**src/rtl/balik_besleyici_if.sv**
```systemverilog
// Catch/feedback bundle between the fish-supply transmitter and the penguin consumer.
interface balik_besleyici_if;
  logic       basla;
  logic       penguen_bitti;
  logic [2:0] avlanan_balik;
  logic       gecerli;
  logic [7:0] toplam_balik;
  logic [7:0] kalan_stok;
  logic [1:0] durum;

  modport master (
    input  basla,
    input  penguen_bitti,
    output avlanan_balik,
    output gecerli,
    output toplam_balik,
    output kalan_stok,
    output durum
  );

  modport slave (
    output basla,
    output penguen_bitti,
    input  avlanan_balik,
    input  gecerli,
    input  toplam_balik,
    input  kalan_stok,
    input  durum
  );
endinterface

```
**src/rtl/balik_besleyici.sv**
```systemverilog
// Fish-supply transmitter: LFSR-driven catch amounts from a finite stock.
// Define BESLEYICI_AYNA_EN to add the consumer stomach mirror for same-edge full detection.
module balik_besleyici #(
  parameter logic [7:0] STOK             = 8'd60,
  parameter logic [7:0] LFSR_SEED        = 8'hA5,
  parameter logic [4:0] MIDE_LIMIT       = 5'd25,
  parameter logic [2:0] SINDIRIM         = 3'd3,
  parameter logic [1:0] SINDIRIM_PERIYOT = 2'd3
) (
  input logic               saat,
  input logic               reset,
  balik_besleyici_if.master besleme
);

  typedef enum logic [1:0] {
    IDLE       = 2'd0,
    FEED       = 2'd1,
    DONE_FULL  = 2'd2,
    DONE_STOCK = 2'd3
  } durum_t;

  durum_t     durum_q, durum_d;
  logic [7:0] kalan_q, kalan_d;
  logic [7:0] toplam_q, toplam_d;
  logic [7:0] lfsr_q, lfsr_d;
  logic [2:0] miktar;
  logic       tam_tahmin;
  logic       kabul;

  assign miktar = ({5'd0, lfsr_q[2:0]} <= kalan_q) ? lfsr_q[2:0] : kalan_q[2:0];

  assign kabul = (durum_q == FEED) && !besleme.penguen_bitti &&
                 (kalan_q != 8'd0) && !tam_tahmin;

`ifdef BESLEYICI_AYNA_EN
  logic [4:0] mide_q, mide_d;
  logic [6:0] sayac_q, sayac_d;
  logic       sindirim_dongusu;

  // 6-bit sum so the threshold compare never wraps; stomach itself wraps at 5 bits like the consumer.
  assign tam_tahmin = ({1'b0, mide_q} + {3'b000, miktar}) >= {1'b0, MIDE_LIMIT};
  assign sindirim_dongusu = (sayac_q % {5'd0, SINDIRIM_PERIYOT}) ==
                            ({5'd0, SINDIRIM_PERIYOT} - 7'd1);

  always_comb begin
    mide_d  = mide_q;
    sayac_d = sayac_q;
    if (kabul) begin
      sayac_d = sayac_q + 7'd1;
      if (sindirim_dongusu)
        mide_d = mide_q + {2'b00, miktar} - {2'b00, SINDIRIM};
      else
        mide_d = mide_q + {2'b00, miktar};
    end
  end

  always_ff @(posedge saat) begin
    if (reset) begin
      mide_q  <= '0;
      sayac_q <= '0;
    end else begin
      mide_q  <= mide_d;
      sayac_q <= sayac_d;
    end
  end
`else
  assign tam_tahmin = 1'b0;
`endif

  always_ff @(posedge saat) begin
    if (reset) begin
      durum_q  <= IDLE;
      kalan_q  <= STOK;
      toplam_q <= '0;
      lfsr_q   <= LFSR_SEED;
    end else begin
      durum_q  <= durum_d;
      kalan_q  <= kalan_d;
      toplam_q <= toplam_d;
      lfsr_q   <= lfsr_d;
    end
  end

  always_comb begin
    durum_d  = durum_q;
    kalan_d  = kalan_q;
    toplam_d = toplam_q;
    lfsr_d   = lfsr_q;
    unique case (durum_q)
      IDLE: if (besleme.basla) durum_d = FEED;
      FEED: begin
        if (besleme.penguen_bitti) durum_d = DONE_FULL;
        else if (kalan_q == 8'd0)  durum_d = DONE_STOCK;
        else if (tam_tahmin)       durum_d = DONE_FULL;
        if (kabul) begin
          kalan_d  = kalan_q - {5'd0, miktar};
          toplam_d = toplam_q + {5'd0, miktar};
          lfsr_d   = {lfsr_q[6:0], lfsr_q[7] ^ lfsr_q[5] ^ lfsr_q[4] ^ lfsr_q[3]};
        end
      end
      default: ;
    endcase
  end

  always_comb begin
    besleme.gecerli       = (durum_q == FEED);
    besleme.avlanan_balik = (durum_q == FEED) ? miktar : '0;
    besleme.toplam_balik  = toplam_q;
    besleme.kalan_stok    = kalan_q;
    besleme.durum         = durum_q;
  end

endmodule

```
**src/flat_wrapper.sv**
```systemverilog
// flat-port wrapper written by rule: the top's interface ports become plain ports
module balik_besleyici_flat 
#(
  parameter logic [7:0] STOK             = 8'd60,
  parameter logic [7:0] LFSR_SEED        = 8'hA5,
  parameter logic [4:0] MIDE_LIMIT       = 5'd25,
  parameter logic [2:0] SINDIRIM         = 3'd3,
  parameter logic [1:0] SINDIRIM_PERIYOT = 2'd3
)
  (saat, reset, besleme_basla, besleme_penguen_bitti, besleme_avlanan_balik, besleme_gecerli, besleme_toplam_balik, besleme_kalan_stok, besleme_durum);
  balik_besleyici_if besleme_i ();
  input logic saat;
  input logic reset;
  input wire logic [$bits(besleme_i.basla)-1:0] besleme_basla;
  input wire logic [$bits(besleme_i.penguen_bitti)-1:0] besleme_penguen_bitti;
  output wire logic [$bits(besleme_i.avlanan_balik)-1:0] besleme_avlanan_balik;
  output wire logic [$bits(besleme_i.gecerli)-1:0] besleme_gecerli;
  output wire logic [$bits(besleme_i.toplam_balik)-1:0] besleme_toplam_balik;
  output wire logic [$bits(besleme_i.kalan_stok)-1:0] besleme_kalan_stok;
  output wire logic [$bits(besleme_i.durum)-1:0] besleme_durum;
  assign besleme_i.basla = besleme_basla;
  assign besleme_i.penguen_bitti = besleme_penguen_bitti;
  assign besleme_avlanan_balik = besleme_i.avlanan_balik;
  assign besleme_gecerli = besleme_i.gecerli;
  assign besleme_toplam_balik = besleme_i.toplam_balik;
  assign besleme_kalan_stok = besleme_i.kalan_stok;
  assign besleme_durum = besleme_i.durum;
  balik_besleyici #(.STOK(STOK), .LFSR_SEED(LFSR_SEED), .MIDE_LIMIT(MIDE_LIMIT), .SINDIRIM(SINDIRIM), .SINDIRIM_PERIYOT(SINDIRIM_PERIYOT)) u_core (.saat(saat), .reset(reset), .besleme(besleme_i));
endmodule
```
**config.mk**
```make
export PLATFORM = sky130hd
export DESIGN_NAME = balik_besleyici_flat
export DESIGN_NICKNAME = d
export VERILOG_FILES = /design/src/rtl/balik_besleyici_if.sv /design/src/rtl/balik_besleyici.sv /design/src/flat_wrapper.sv
export SDC_FILE = /design/constraint.sdc
export NUM_CORES = 1
export LEC_CHECK = 0
export ABC_CLOCK_PERIOD_IN_PS = 8500
export CAP_MARGIN = 10
export CORE_MARGIN = 3
export CORE_UTILIZATION = 57
export DETAILED_ROUTE_END_ITERATION = 12
export PLACE_DENSITY_LB_ADDON = 0.05
export RECOVER_POWER = 25
export SLEW_MARGIN = 20
export SYNTH_ARGS = -nofsm -noshare
export SYNTH_HDL_FRONTEND = slang
export SYNTH_SLANG_ARGS = --single-unit
export TNS_END_PERCENT = 30
```
**constraint.sdc**
```tcl
create_clock -name saat -period 8.5 [get_ports saat]
set_input_delay 1.7 -clock saat [delete_from_list [all_inputs] [get_ports saat]]
set_output_delay 1.7 -clock saat [all_outputs]
set_load 0.01 [all_outputs]
```
==> impl_metrics.tcl, run 1 <==
set metrics [dict create \
    timing.rr.end "u_core.besleme.kalan_stok[6]$_SDFFE_PP0P_" \
    rsz0062_at_grt "no" \
    antennaDiodeCount 0 \
    synth-compound-area-share_pct 21.82 \
    overflow 0 \
    via_per_inst 6.060 \
    fillers 210 \
    switching_share_pct 28.95 \
    clk_pin_slew_ns 0.15 \
    ctsHoldBuffers 0 \
    grt_pass1_wl_um 6230 \
    p_seq_share_pct 47.8 \
    p_int_uw 200.9 \
    rrSetupSlack_ns 4.84 \
    grt_max_degree 34 \
    num_vias 1424 \
    slew_violations 0 \
    setup-violations-final 0 \
    yosys.area.top_type "dfxtp_1" \
    ys_seq_area_share_pct 32.65 \
    synth_area_leaders "dfxtp_1 33%, ha_1 6.3%, nand2_1 4.9%, a21oi_1 4.4%, xnor2_1 4.4%" \
    p_comb_share_pct 21.7 \
    gp_congestion 0.8120 \
    synth_mux_area_share_pct 4.003 \
    final-hold-violation-count 0 \
    dieArea_um2 3467 \
    num_io_pins 26 \
    syn_nets 195 \
    nNetsFinal 219 \
    cts-buffers-inserted 3 \
    crit_family "compound AO/OA/AOI/OAI gates" \
    syn_avg_cell_area_um2 8.758 \
    min-delay-start "u_core.lfsr_q[6]$_SDFFE_PP0P_" \
    crit_chain "inv_1 -> ha_1 -> nor2b_1 -> o21ai_1 -> a211oi_4 -> mux2_2 -> and2_1 -> clkdlybuf4s50_1" \
    cts.sinks 26 \
    htreeDepth 1 \
    synth-seq-cells 26 \
    hold_path.class "register to register" \
    post_cts_buffers 0 \
    initial_core_util_pct 62.09 \
    cpPeakStageDelay_ns 0.48 \
    fin_crit_sh_pct 55.55 \
    synth-main-ff-cell "dfxtp_1" \
    slew-limit-headroom_pct 48.00 \
    crit_type "register to output pin" \
    hold_depth 2 \
    ant_nets 0 \
    num_rows 18 \
    critical_path.max_fanout 7 \
    core_um2 2567 \
    min_to "u_core.lfsr_q[6]$_SDFFE_PP0P_" \
    cp_slowest_cell "a211oi_4" \
    cts_buffer_depth 2 \
    power.leakage_uw 0.0006894 \
    routed_wl_um 3580 \
    first_global_vias 1387 \
    cp-end-kind "output pin" \
    seqCellArea_um2 520.5 \
    wire_per_inst_um 15.23 \
    synth_edf_count 0 \
    min_period_ns 4.722 \
    tns_ns 0 \
    grt_use_total_pct 22.85 \
    multi_input_area_um2 1015 \
    netlist_instances 182 \
    root_buffer "clkbuf_4" \
    syn_area_um2 1594 \
    syn_to_final_growth_pct 19.47 \
    worstPathRequired_ns 6.80 \
    synth-adder-area-share_pct 8.163 \
    synth-async-reset-ratio_pct 0 \
    io_buffer_count 25 \
    max-vdd-ir-drop_uv 114.2 \
    die_h_um 58.88 \
    dr.pass1.iters 4 \
    yosys.area_share.simple_pct 25.27 \
    crit_buf_inv 2 \
    cts_tree "yes" \
    reg2reg_from "u_core.besleme.kalan_stok[1]$_SDFFE_PP0P_" \
    status "complete, no violations" \
    grt_antenna_before_repair 0 \
    synth-xor-area-share_pct 4.396 \
    post-dp-hpwl_um 2589 \
    skew_ns 0.005182 \
    drt_iter0_markers 173 \
    cp.arrival_ns 3.02 \
    fmax_ghz 0.2118 \
    synth_top_family_by_area "simple AND/OR/NAND/NOR gates" \
    ff2ff_path_depth 13 \
    drive_gt1_share_pct 7.317 \
    netlist-cell-type-count 48 \
    fin_total_pwr_uw 282.8 \
    pwr_density_cell_nw_per_um2 148.5 \
    p_clk_share_pct 30.5 \
    ctsResizeCount 0 \
    tightestPinTransition_ns 0.7800 \
    cp-start-kind "register" \
    drc 0 \
    maxCapViolCount 0 \
    p_switching_uw 81.87 \
    die_w_um 58.88 \
    yosysTopAreaCellShare_pct 32.65 \
    yosysWarnings 0 \
    clock_latency_ns 0.32 \
]
how the worst max path moves through the flow:
stage,startpoint,to,slack (ns),cells after the start
2_1_floorplan,u_core.besleme.kalan_stok[1]$_SDFFE_PP0P_,besleme_avlanan_balik[1],4.76,7
3_3_place_gp,u_core.besleme.kalan_stok[1]$_SDFFE_PP0P_,besleme_avlanan_balik[1],4.26,8
3_5_place_dp,u_core.besleme.kalan_stok[1]$_SDFFE_PP0P_,besleme_avlanan_balik[1],4.19,8
4_1_cts,u_core.besleme.kalan_stok[1]$_SDFFE_PP0P_,besleme_avlanan_balik[1],3.80,8
5_1_grt,u_core.besleme.kalan_stok[1]$_SDFFE_PP0P_,besleme_avlanan_balik[0],3.59,8
6_report,u_core.besleme.kalan_stok[1]$_SDFFE_PP0P_,besleme_avlanan_balik[1],3.78,8
layout by cell type, fill, tap and decap left out, types with 2 or more instances in the layout:
cell type and n:
nand3b_1 3, nor2_1 18, clkdlybuf4s50_1 12, ha_1 8, clkbuf_4 3, or3_1 3
nor3_1 4, a21oi_1 14, o21ai_0 2, xnor2_1 8, nor2b_1 10, nand2_1 21
dlygate4sd3_1 12, a211oi_1 9, a21o_1 2, inv_1 9, dfxtp_1 26, a2111oi_4 2
mux2i_1 3, nor3b_1 2, and2_1 3, mux2_2 2
final cells by class:
cell class | instances | area share, %
clock inverters | 1 | 1.577
repair buffers | 25 | 12.88
well taps | 30 | 1.971
inverters | 9 | 1.774
multi-input cells | 141 | 53.28
flip-flops and latches | 26 | 27.33
clock buffers | 3 | 1.183
cells by family after synthesis:
logic type	count (synthesis)
buffers and inverters	15
AND/OR/NAND/NOR	75
XOR/XNOR	8
flip-flops	26
multiplexers	6
AO/OA/AOI/OAI	42
adder cells (fa/ha/maj)	10
sequential cells by signal, summed over array words and instances, names as in the netlist:
register and count:
u_core.besleme.kalan_stok 8, u_core.besleme.durum 2, u_core.besleme.toplam_balik 8, u_core.lfsr_q 8
through the flow:
step           hold slack [ns]  setup WS, ns  instances  instance area [um2]  utilization [%]
4_1_cts                 0.4679         3.796        235                 1909            74.37
3_5_place_dp            0.4478         4.191        231                 1857            72.32
3_3_place_gp            0.4437         4.263        231                 1857            72.32
5_1_grt                 0.5150         3.592        235                 1904            74.17
6_report                0.4683         3.778        235                 1904            74.17
2_1_floorplan           0.4366         4.759        182                 1594                -
cell usage after synthesis, drive strengths merged (3+ instances only):
cell / instances
ha: 8
nor3: 4
o21ai: 3
dfxtp: 26
or3: 3
a21oi: 15
nor2: 18
a211oi: 10
a2111oi: 3
nor2b: 10
and2: 3
clkbuf: 4
nand2: 21
inv: 9
nand3b: 3
xnor2: 8
mux2i: 3
mux2: 3
power groups by stage:
stage | Sequential [uW] | Combinational, uW | Clock, uW
CTS | 135 | 61.6 | 87.9
floorplan | 138 | 40.1 | 0
finish | 135 | 61.3 | 86.3
global placement | 137 | 59.5 | 0
detailed placement | 138 | 61.1 | 0
global route | 137 | 67.4 | 93.4
tightest hold or removal path: stages (launching register included):
cell	delay (ns)
dfxtp_1	0.34
nand2_1	0.05
a21oi_1	0.05
routing by layer:
metal | up-vias | share of wire (%) | wire (um) | track usage (%)
li1 | 696 | - | - | -
met1 | 687 | 44 | 1585 | 28.84
met2 | 31 | 52 | 1854 | 40.06
met3 | 10 | 2.6 | 94 | 2.632
met4 | 0 | 1.3 | 46 | 7.767
met5 | - | 0 | 0 | 0
Power figures use the tool's default switching activity.
==> run 2, diff against run 1 <==
--- a/config.mk
+++ b/config.mk
@@ -5,10 +5,10 @@
 export SDC_FILE = /design/constraint.sdc
 export NUM_CORES = 1
 export LEC_CHECK = 0
-export ABC_CLOCK_PERIOD_IN_PS = 8500
+export ABC_CLOCK_PERIOD_IN_PS = 4100
 export CAP_MARGIN = 10
 export CORE_MARGIN = 3
-export CORE_UTILIZATION = 57
+export CORE_UTILIZATION = 48
 export DETAILED_ROUTE_END_ITERATION = 12
 export PLACE_DENSITY_LB_ADDON = 0.05
 export RECOVER_POWER = 25
==> constraint.sdc (replaced) <==
create_clock -name saat -period 4.1 [get_ports saat]
set_input_delay 0.82 -clock saat [delete_from_list [all_inputs] [get_ports saat]]
set_output_delay 0.82 -clock saat [all_outputs]
set_load 0.01 [all_outputs]
==> run 2 against run 1 <==
Effect of this change: design area increased by 2.0%; first-iteration DRC count decreased by 61%; largest cell class unchanged; non-clock buffer count increased by 2; core utilization decreased by 12 points; clock skew decreased by 0.0037 ns; register-to-register slack got worse by 4.2 ns; largest power group unchanged; sequential share of layout area decreased by 0.53 points; critical path depth unchanged; via count decreased by 2.7%; global-route usage decreased by 3.2 points; clock-buffer cell count unchanged; die area increased by 17%.
==> impl_metrics.tcl, run 2 (synthesized netlist as in run 1, its figures left out) <==
set metrics [dict create \
    slew_violations 0 \
    cts_buffer_depth 2 \
    p_seq_share_pct 47.6 \
    met1Wirelength_um 1646 \
    grt_use_total_pct 19.65 \
    wire_per_inst_um 14.27 \
    cpPeakStageDelay_ns 0.47 \
    dpl.cell_count 247 \
    switching_share_pct 28.96 \
    clock_latency_ns 0.33 \
    rrSetupSlack_ns 0.67 \
    tns_ns 0 \
    cp-start-kind "register" \
    final_common_cell "dfxtp_1" \
    critical_path.max_fanout 7 \
    p_int_uw 418.0 \
    slew-limit-headroom_pct 47.48 \
    nNetsFinal 221 \
    cts-buffers-inserted 3 \
    power.leakage_uw 0.0006982 \
    dr.pass1.iters 4 \
    dieArea_um2 4048 \
    rsz0062_at_grt "no" \
    post_cts_buffers 0 \
    num_io_pins 26 \
    post-dp-hpwl_um 2658 \
    status "complete, no violations" \
    maxCapViolCount 0 \
    crit_type "register to output pin" \
    crit_chain "inv_1 -> ha_1 -> nor2b_1 -> o21ai_1 -> a211oi_4 -> mux2_2 -> and2_1 -> clkdlybuf4s50_1" \
    p_comb_share_pct 21.3 \
    cp-startpoint "u_core.besleme.kalan_stok[1]$_SDFFE_PP0P_" \
    num_vias 1385 \
    ant_nets 0 \
    routed_wl_um 3582 \
    grt_antenna_before_repair 0 \
    drt_iter0_markers 68 \
    path_depth 8 \
    worstPathRequired_ns 3.28 \
    antennaDiodeCount 0 \
    crit_buf_inv 2 \
    highest_layer "met4" \
    wl_met3_um 105 \
    cp-end-kind "output pin" \
    min_period_ns 3.806 \
    wl_met2_um 1779 \
    drive_gt1_share_pct 7.729 \
    cp_slowest_cell "clkdlybuf4s50_1" \
    syn_to_final_growth_pct 21.82 \
    die_h_um 63.63 \
    die_w_um 63.63 \
    first_global_vias 1352 \
    drc 0 \
    skew_ns 0.001456 \
    pwr_density_cell_nw_per_um2 303.0 \
    final_cells 251 \
    critPathCapture "besleme_avlanan_balik[1]" \
    tightestPinTransition_ns 0.7879 \
    setup-violations-final 0 \
    cp.arrival_ns 2.99 \
    p_clk_share_pct 31.1 \
    ff2ff_path_depth 11 \
    final-hold-violation-count 0 \
    ctsResizeCount 0 \
    gp_congestion 0.8513 \
    cts_tree "yes" \
    hold_path.class "register to register" \
    multi_input_area_um2 1015 \
    cts.sinks 26 \
    fin_crit_sh_pct 92.84 \
    grt_pass1_wl_um 6417 \
    grt_max_degree 25 \
    seqCellArea_um2 520.5 \
    timing.rr.end "u_core.besleme.kalan_stok[7]$_SDFFE_PP0P_" \
    root_buffer "clkbuf_4" \
    io_buffer_count 25 \
    max-vdd-ir-drop_uv 179.1 \
    htreeDepth 1 \
    via_per_inst 5.518 \
    reg2reg_from "u_core.besleme.kalan_stok[1]$_SDFFE_PP0P_" \
    clk_pin_slew_ns 0.15 \
    p_switching_uw 170.4 \
    fillers 304 \
    core_um2 3103 \
    final_cell_mix "26 x dfxtp_1, 21 x nand2_1, 18 x nor2_1" \
    fmax_ghz 0.2627 \
    ctsHoldBuffers 0 \
    num_rows 20 \
    crit_family "compound AO/OA/AOI/OAI gates" \
    overflow 0 \
    initial_core_util_pct 51.37 \
]
run 2: final cells by class:
type                    instances  share of cell area (%)
flip-flops and latches         26                   26.80
clock buffers                   3                   1.160
clock inverters                 1                   1.546
multi-input cells             141                   52.26
well taps                      44                   2.835
repair buffers                 27                   13.66
inverters                       9                   1.740
run 2: worst min-delay path by stage:
stage,from,to,slack [ns],cells past startpoint
4_1_cts,u_core.lfsr_q[6]$_SDFFE_PP0P_,u_core.lfsr_q[6]$_SDFFE_PP0P_,0.48,2
3_3_place_gp,u_core.lfsr_q[6]$_SDFFE_PP0P_,u_core.lfsr_q[6]$_SDFFE_PP0P_,0.44,2
6_report,u_core.lfsr_q[6]$_SDFFE_PP0P_,u_core.lfsr_q[6]$_SDFFE_PP0P_,0.47,2
2_1_floorplan,u_core.lfsr_q[6]$_SDFFE_PP0P_,u_core.lfsr_q[6]$_SDFFE_PP0P_,0.44,2
3_5_place_dp,u_core.lfsr_q[6]$_SDFFE_PP0P_,u_core.lfsr_q[7]$_SDFFE_PP1P_,0.46,2
5_1_grt,u_core.lfsr_q[6]$_SDFFE_PP0P_,u_core.lfsr_q[6]$_SDFFE_PP0P_,0.50,2
run 2: power by group through the flow:
stage          clock network (uW)  registers (uW)  logic (uW)
4_1_cts                       187             280         129
3_3_place_gp                    0             285         125
3_5_place_dp                    0             286         128
2_1_floorplan                   0             285        83.1
6_report                      183             280         125
5_1_grt                       194             283         141
run 2: metal layers:
layer	track usage [%]	vias to the layer above
met5	0	-
met4	7.278	0
met3	3.209	5
li1	-	698
met1	23.69	657
met2	34.68	25
run 2: worst register-to-register path: stages (launching register included):
cell and delay [ns]:
dfxtp_1 0.46, inv_1 0.09, ha_1 0.29, nor2b_1 0.12, o21ai_1 0.19, a211oi_4 0.46, mux2i_1 0.34, ha_1 0.30
maj3_1 0.22, a21oi_1 0.15, a2111oi_4 0.38, mux2_1 0.35
run 2: metrics by stage:
step	area, um2	worst slack (ns)	hold WS (ns)	util (%)	power [uW]
after CTS	1942	0.2633	0.4793	62.58	596.5
final	1942	0.2937	0.4746	62.58	588.4
after floorplan	1594	0.9993	0.4366	-	368.5
after global placement	1889	0.7195	0.4435	60.89	410.3
after detailed placement	1889	0.6785	0.4566	60.89	413.7
after global routing	1942	0.1239	0.5001	62.58	618.2
==> run 3, diff against run 2 <==
--- a/config.mk
+++ b/config.mk
@@ -10,8 +10,10 @@
 export CORE_MARGIN = 3
 export CORE_UTILIZATION = 48
 export DETAILED_ROUTE_END_ITERATION = 12
+export GPL_ROUTABILITY_DRIVEN = 0
 export PLACE_DENSITY_LB_ADDON = 0.05
 export RECOVER_POWER = 25
+export REMOVE_ABC_BUFFERS = 1
 export SLEW_MARGIN = 20
 export SYNTH_ARGS = -nofsm -noshare
 export SYNTH_HDL_FRONTEND = slang
==> run 3 against run 2 <==
Effect of this change: combinational power about the same; design area did not move; cell count is the same; power about the same; global-route usage shrank 0.65 points; clock-buffer cell count unchanged; largest cell class unchanged; highest routed layer unchanged.
==> impl_metrics.tcl, run 3 (synthesized netlist as in run 1, its figures left out) <==
set metrics [dict create \
    status "complete, no violations" \
    final_common_cell "dfxtp_1" \
    fmax_ghz 0.2634 \
    num_rows 20 \
    ff2ff_path_depth 13 \
    num_io_pins 26 \
    min_to "u_core.lfsr_q[6]$_SDFFE_PP0P_" \
    initial_core_util_pct 51.37 \
    cts_tree "yes" \
    hold_path.class "register to register" \
    worstPathRequired_ns 3.28 \
    htreeDepth 1 \
    rrSetupSlack_ns 0.61 \
    tns_ns 0 \
    reg2reg_from "u_core.besleme.kalan_stok[1]$_SDFFE_PP0P_" \
    root_buffer "clkbuf_4" \
    grt_max_degree 25 \
    setup-violations-final 0 \
    final-hold-violation-count 0 \
    cp-end-kind "output pin" \
    drc 0 \
    rsz0062_at_grt "no" \
    pwr_density_cell_nw_per_um2 302.9 \
    grt_pass1_wl_um 6272 \
    clock_latency_ns 0.33 \
    p_clk_share_pct 30.9 \
    max-vdd-ir-drop_uv 303.7 \
    die_w_um 63.63 \
    hold_depth 2 \
    crit_type "register to output pin" \
    die_h_um 63.63 \
    ctsResizeCount 0 \
    dieArea_um2 4048 \
    drt_iter0_markers 131 \
    cp-start-kind "register" \
    io_buffer_count 25 \
    ctsHoldBuffers 0 \
    cts_buffer_depth 2 \
    maxCapViolCount 0 \
    antennaDiodeCount 0 \
    grt_use_total_pct 19.00 \
    dr.pass1.iters 4 \
    slew-limit-headroom_pct 47.02 \
    cts-buffers-inserted 3 \
    fin_crit_sh_pct 92.61 \
    p_seq_share_pct 47.7 \
    routed_wl_um 3607 \
    first_global_vias 1397 \
    overflow 0 \
    cp.arrival_ns 2.98 \
    final_cell_mix "26 x dfxtp_1, 21 x nand2_1, 18 x nor2_1" \
    core_um2 3103 \
    utilization_pct 62.58 \
    nNetsFinal 221 \
    clk_pin_slew_ns 0.15 \
    slew_violations 0 \
    p_comb_share_pct 21.4 \
    skew_ns 0.005514 \
    num_vias 1382 \
    p_switching_uw 170.1 \
    post-dp-hpwl_um 2733 \
    wire_per_inst_um 14.37 \
    switching_share_pct 28.91 \
    syn_to_final_growth_pct 21.82 \
    critical_path.max_fanout 7 \
    tightestPinTransition_ns 0.7947 \
    p_int_uw 418.1 \
    post_cts_buffers 0 \
    timing.rr.end "u_core.besleme.kalan_stok[6]$_SDFFE_PP0P_" \
    min_period_ns 3.797 \
    grt_antenna_before_repair 0 \
    min-delay-start "u_core.lfsr_q[6]$_SDFFE_PP0P_" \
    drive_gt1_share_pct 7.729 \
    power.leakage_uw 0.0006983 \
    ant_nets 0 \
    cts.sinks 26 \
    via_per_inst 5.506 \
]
[run 3: cell counts in the layout (fill, tap and decap cells not counted)]
Identical to the previous run, type by type.
[run 3: power groups by stage]
| stage | Sequential [uW] | Clock (uW) | Combinational, uW |
|---|---|---|---|
| after floorplan | 285 | 0 | 78.5 |
| after global placement | 285 | 0 | 125 |
| after detailed placement | 286 | 0 | 127 |
| after CTS | 281 | 184 | 128 |
| after global routing | 283 | 194 | 139 |
| final | 280 | 182 | 126 |
[run 3: area by class of cell]
| class | count | area, um2 |
|---|---|---|
| Sequential cell | 26 | 520.5 |
| Clock inverter | 1 | 30.03 |
| Fill cell | 296 | 1161 |
| Multi-Input combinational cell | 141 | 1015 |
| Inverter | 9 | 33.78 |
| Timing Repair Buffer | 27 | 265.3 |
| Tap cell | 44 | 55.05 |
| Clock buffer | 3 | 22.52 |
[run 3: critical path, cell delays in order (launching register included)]
cell and delay [ns]:
dfxtp_1 0.45, inv_1 0.09, ha_1 0.29, nor2b_1 0.13, o21ai_1 0.19, a211oi_4 0.45
mux2_2 0.42, and2_1 0.16, clkdlybuf4s50_1 0.47
[run 3: metrics by stage]
stage / setup WS, ns / instances / power, uW / instance area [um2] / hold WS, ns
3_5_place_dp: 0.7058 / 247 / 413.6 / 1889 / 0.4583
6_report: 0.3031 / 251 / 588.2 / 1942 / 0.4720
5_1_grt: 0.1566 / 251 / 616.1 / 1942 / 0.5032
3_3_place_gp: 0.7549 / 247 / 409.8 / 1889 / 0.4462
2_1_floorplan: 0.9991 / 176 / 364.0 / 1569 / 0.4305
4_1_cts: 0.3136 / 251 / 593.2 / 1942 / 0.4778
[run 3: worst max-delay path by stage]
stage / from / to / slack, ns
floorplan: u_core.besleme.kalan_stok[1]$_SDFFE_PP0P_ / u_core.besleme.kalan_stok[7]$_SDFFE_PP0P_ / 1.0
global placement: u_core.besleme.kalan_stok[1]$_SDFFE_PP0P_ / besleme_avlanan_balik[1] / 0.75
detailed placement: u_core.besleme.kalan_stok[1]$_SDFFE_PP0P_ / besleme_avlanan_balik[1] / 0.71
CTS: u_core.besleme.kalan_stok[1]$_SDFFE_PP0P_ / besleme_avlanan_balik[1] / 0.31
global route: u_core.besleme.kalan_stok[1]$_SDFFE_PP0P_ / besleme_avlanan_balik[1] / 0.16
finish: u_core.besleme.kalan_stok[1]$_SDFFE_PP0P_ / besleme_avlanan_balik[1] / 0.30
[run 3: layer usage]
layer	part of all wire (%)	global-route usage, %	up-vias
met4	1.0	5.391	0
li1	-	-	697
met3	3.0	3.922	4
met2	52	36.25	27
met5	0	0	-
met1	44	20.81	654
==> variant: new RTL, settings of run 2 <==
The option `BESLEYICI_AYNA_EN` is turned on by a define.
--- a/src/rtl/balik_besleyici.sv
+++ b/src/rtl/balik_besleyici.sv
@@ -1,5 +1,7 @@
 // Fish-supply transmitter: LFSR-driven catch amounts from a finite stock.
 // Define BESLEYICI_AYNA_EN to add the consumer stomach mirror for same-edge full detection.
+`define BESLEYICI_AYNA_EN
+
 module balik_besleyici #(
   parameter logic [7:0] STOK             = 8'd60,
   parameter logic [7:0] LFSR_SEED        = 8'hA5,
Function: same outputs for any inputs over 10 cycles, from zero or initial values and one cycle with reset high; that may be too few to reach the edited logic, so the function may still have changed.
==> variant against run 2 <==
- clock skew increased by 0.0090 ns
- count of clock-buffer cells in the layout increased by 2
- synthesized cell count increased by 92%
- design area increased by 82%
- sequential share of layout area decreased by 5.2 points
- via count increased by 83%
- total power increased by 63%
- routed wire length increased by 83%
- clock power increased by 110%
- synthesized area increased by 83%
- die area increased by 74%
- combinational power increased by 42%
- sequential cell count increased by 12
- setup slack got worse by 0.15 ns
- critical path type is now reg2reg
- critical endpoint is now u_core.besleme.kalan_stok[6]
- largest cell class unchanged
==> variant: results (changes against run 2) <==
| Metric | Value |
|---|---|
| Placement Cell Area | 3240 sq um (+71%) |
| Drt wl/cell | 14.3 microns (+0.51%) |
| FF-to-FF End | u_core.besleme.kalan_stok[6] |
| Inst Count DP | 442 (+79%) |
| Initial DRC count | 117 (+72%) |
| Crit path kind | reg2reg |
| Largest cells by area after synthesis | dfxtp_1, ha_1, xnor2_1, nand2_1, nor2_1 |
| Switching share of power | 26.1% (-2.8 points) |
| Clock slew at reported path FFs | 0.08 ns (-0.07 ns) |
| H-tree depth | 2 (+1) |
| Pre-CTS WS | 0.158 ns (-0.520 ns) |
| Crit path max fanout | 4 (-3) |
| Area delta synth->final | 21.6% |
| Syn nets | 377 (+93%) |
| Met2 usage | 27.7% (-7.0 points) |
| Max stage delay on crit path | 0.56 ns (+0.09 ns) |
| Met3 GRT Util | 4.44% (+1.2 points) |
| Cell family with most CP delay | simple AND/OR/NAND/NOR gates |
| Slowest CP cell | fa_2 |
| Met1 usage | 27.2% (+3.5 points) |
| Status | finished clean |
| Worst skew pair latency | 0.30 ns (-0.03 ns) |
| Final RePlAce weighted congestion | 0.985 (+16%) |
| Maximum VDD drop | 186 uV (+3.9%) |
| Count of cell types in the netlist | 69 (+44%) |
| Largest net degree at the start of global routing | 29 (+16%) |
| Instance count of the mapped netlist | 350 (+92%) |
| Crit path DAT | 4.13 ns (+1.14 ns) |
| Sequential group power | 398 uW (+42%) |
| Slew headroom | 60.5% (+13 points) |
| Part of the Yosys area used for sequential elements | 26.1% (-6.5 points) |
| Leak pwr | 1.35 nW (+94%) |
| Overall Global Routing Usage | 18.8% (-0.86 points) |
| R2R Setup Slk | 0.14 ns (-0.53 ns) |
| Total number of vias | 2,538 (+83%) |
| # nets final | 410 (+86%) |
| Layout cell share with drive strength beyond 1 | 18.2% (+10 points) |
| Fill count | 501 (+65%) |
| Root Buffer Master | clkbuf_8 |
| Clock Skews | 0.0105 ns (+0.00904 ns) |
-- variant: per-layer routing --
| layer | up-vias | share of wire (%) |
|---|---|---|
| li1 | 1294 | - |
| met1 | 1172 | 49 |
| met4 | 0 | 1.3 |
| met5 | - | 0 |
| met3 | 8 | 5.7 |
| met2 | 64 | 44 |
-- variant: cell families after synthesis --
family | share of synthesized area, %
simple gates | 27.7
mux | 1.38
flops | 26.1
fa+ha+maj | 10.7
xor+xnor | 7.48
buf+inv | 6.32
compound gates | 20.3
-- variant: tightest hold or removal path, cell delays in order, from the launching register on --
cell and delay [ns]:
dfxtp_1 0.31, nand2_1 0.05, a21oi_1 0.05
-- variant: repair_timing --
item | in CTS | in global routing
gates resized for setup | 0 | 29
endpoints found under the setup margin | 0 | 13
buffers inserted | 0 | 7
-- variant: layout make-up --
cell class,count,area share [%]
Clock buffer,5,1.94
Inverter,20,2.19
Tap cell,72,2.55
Clock inverter,3,1.94
Multi-Input combinational cell,275,58.6
Sequential cell,38,21.6
Timing Repair Buffer,43,11.1
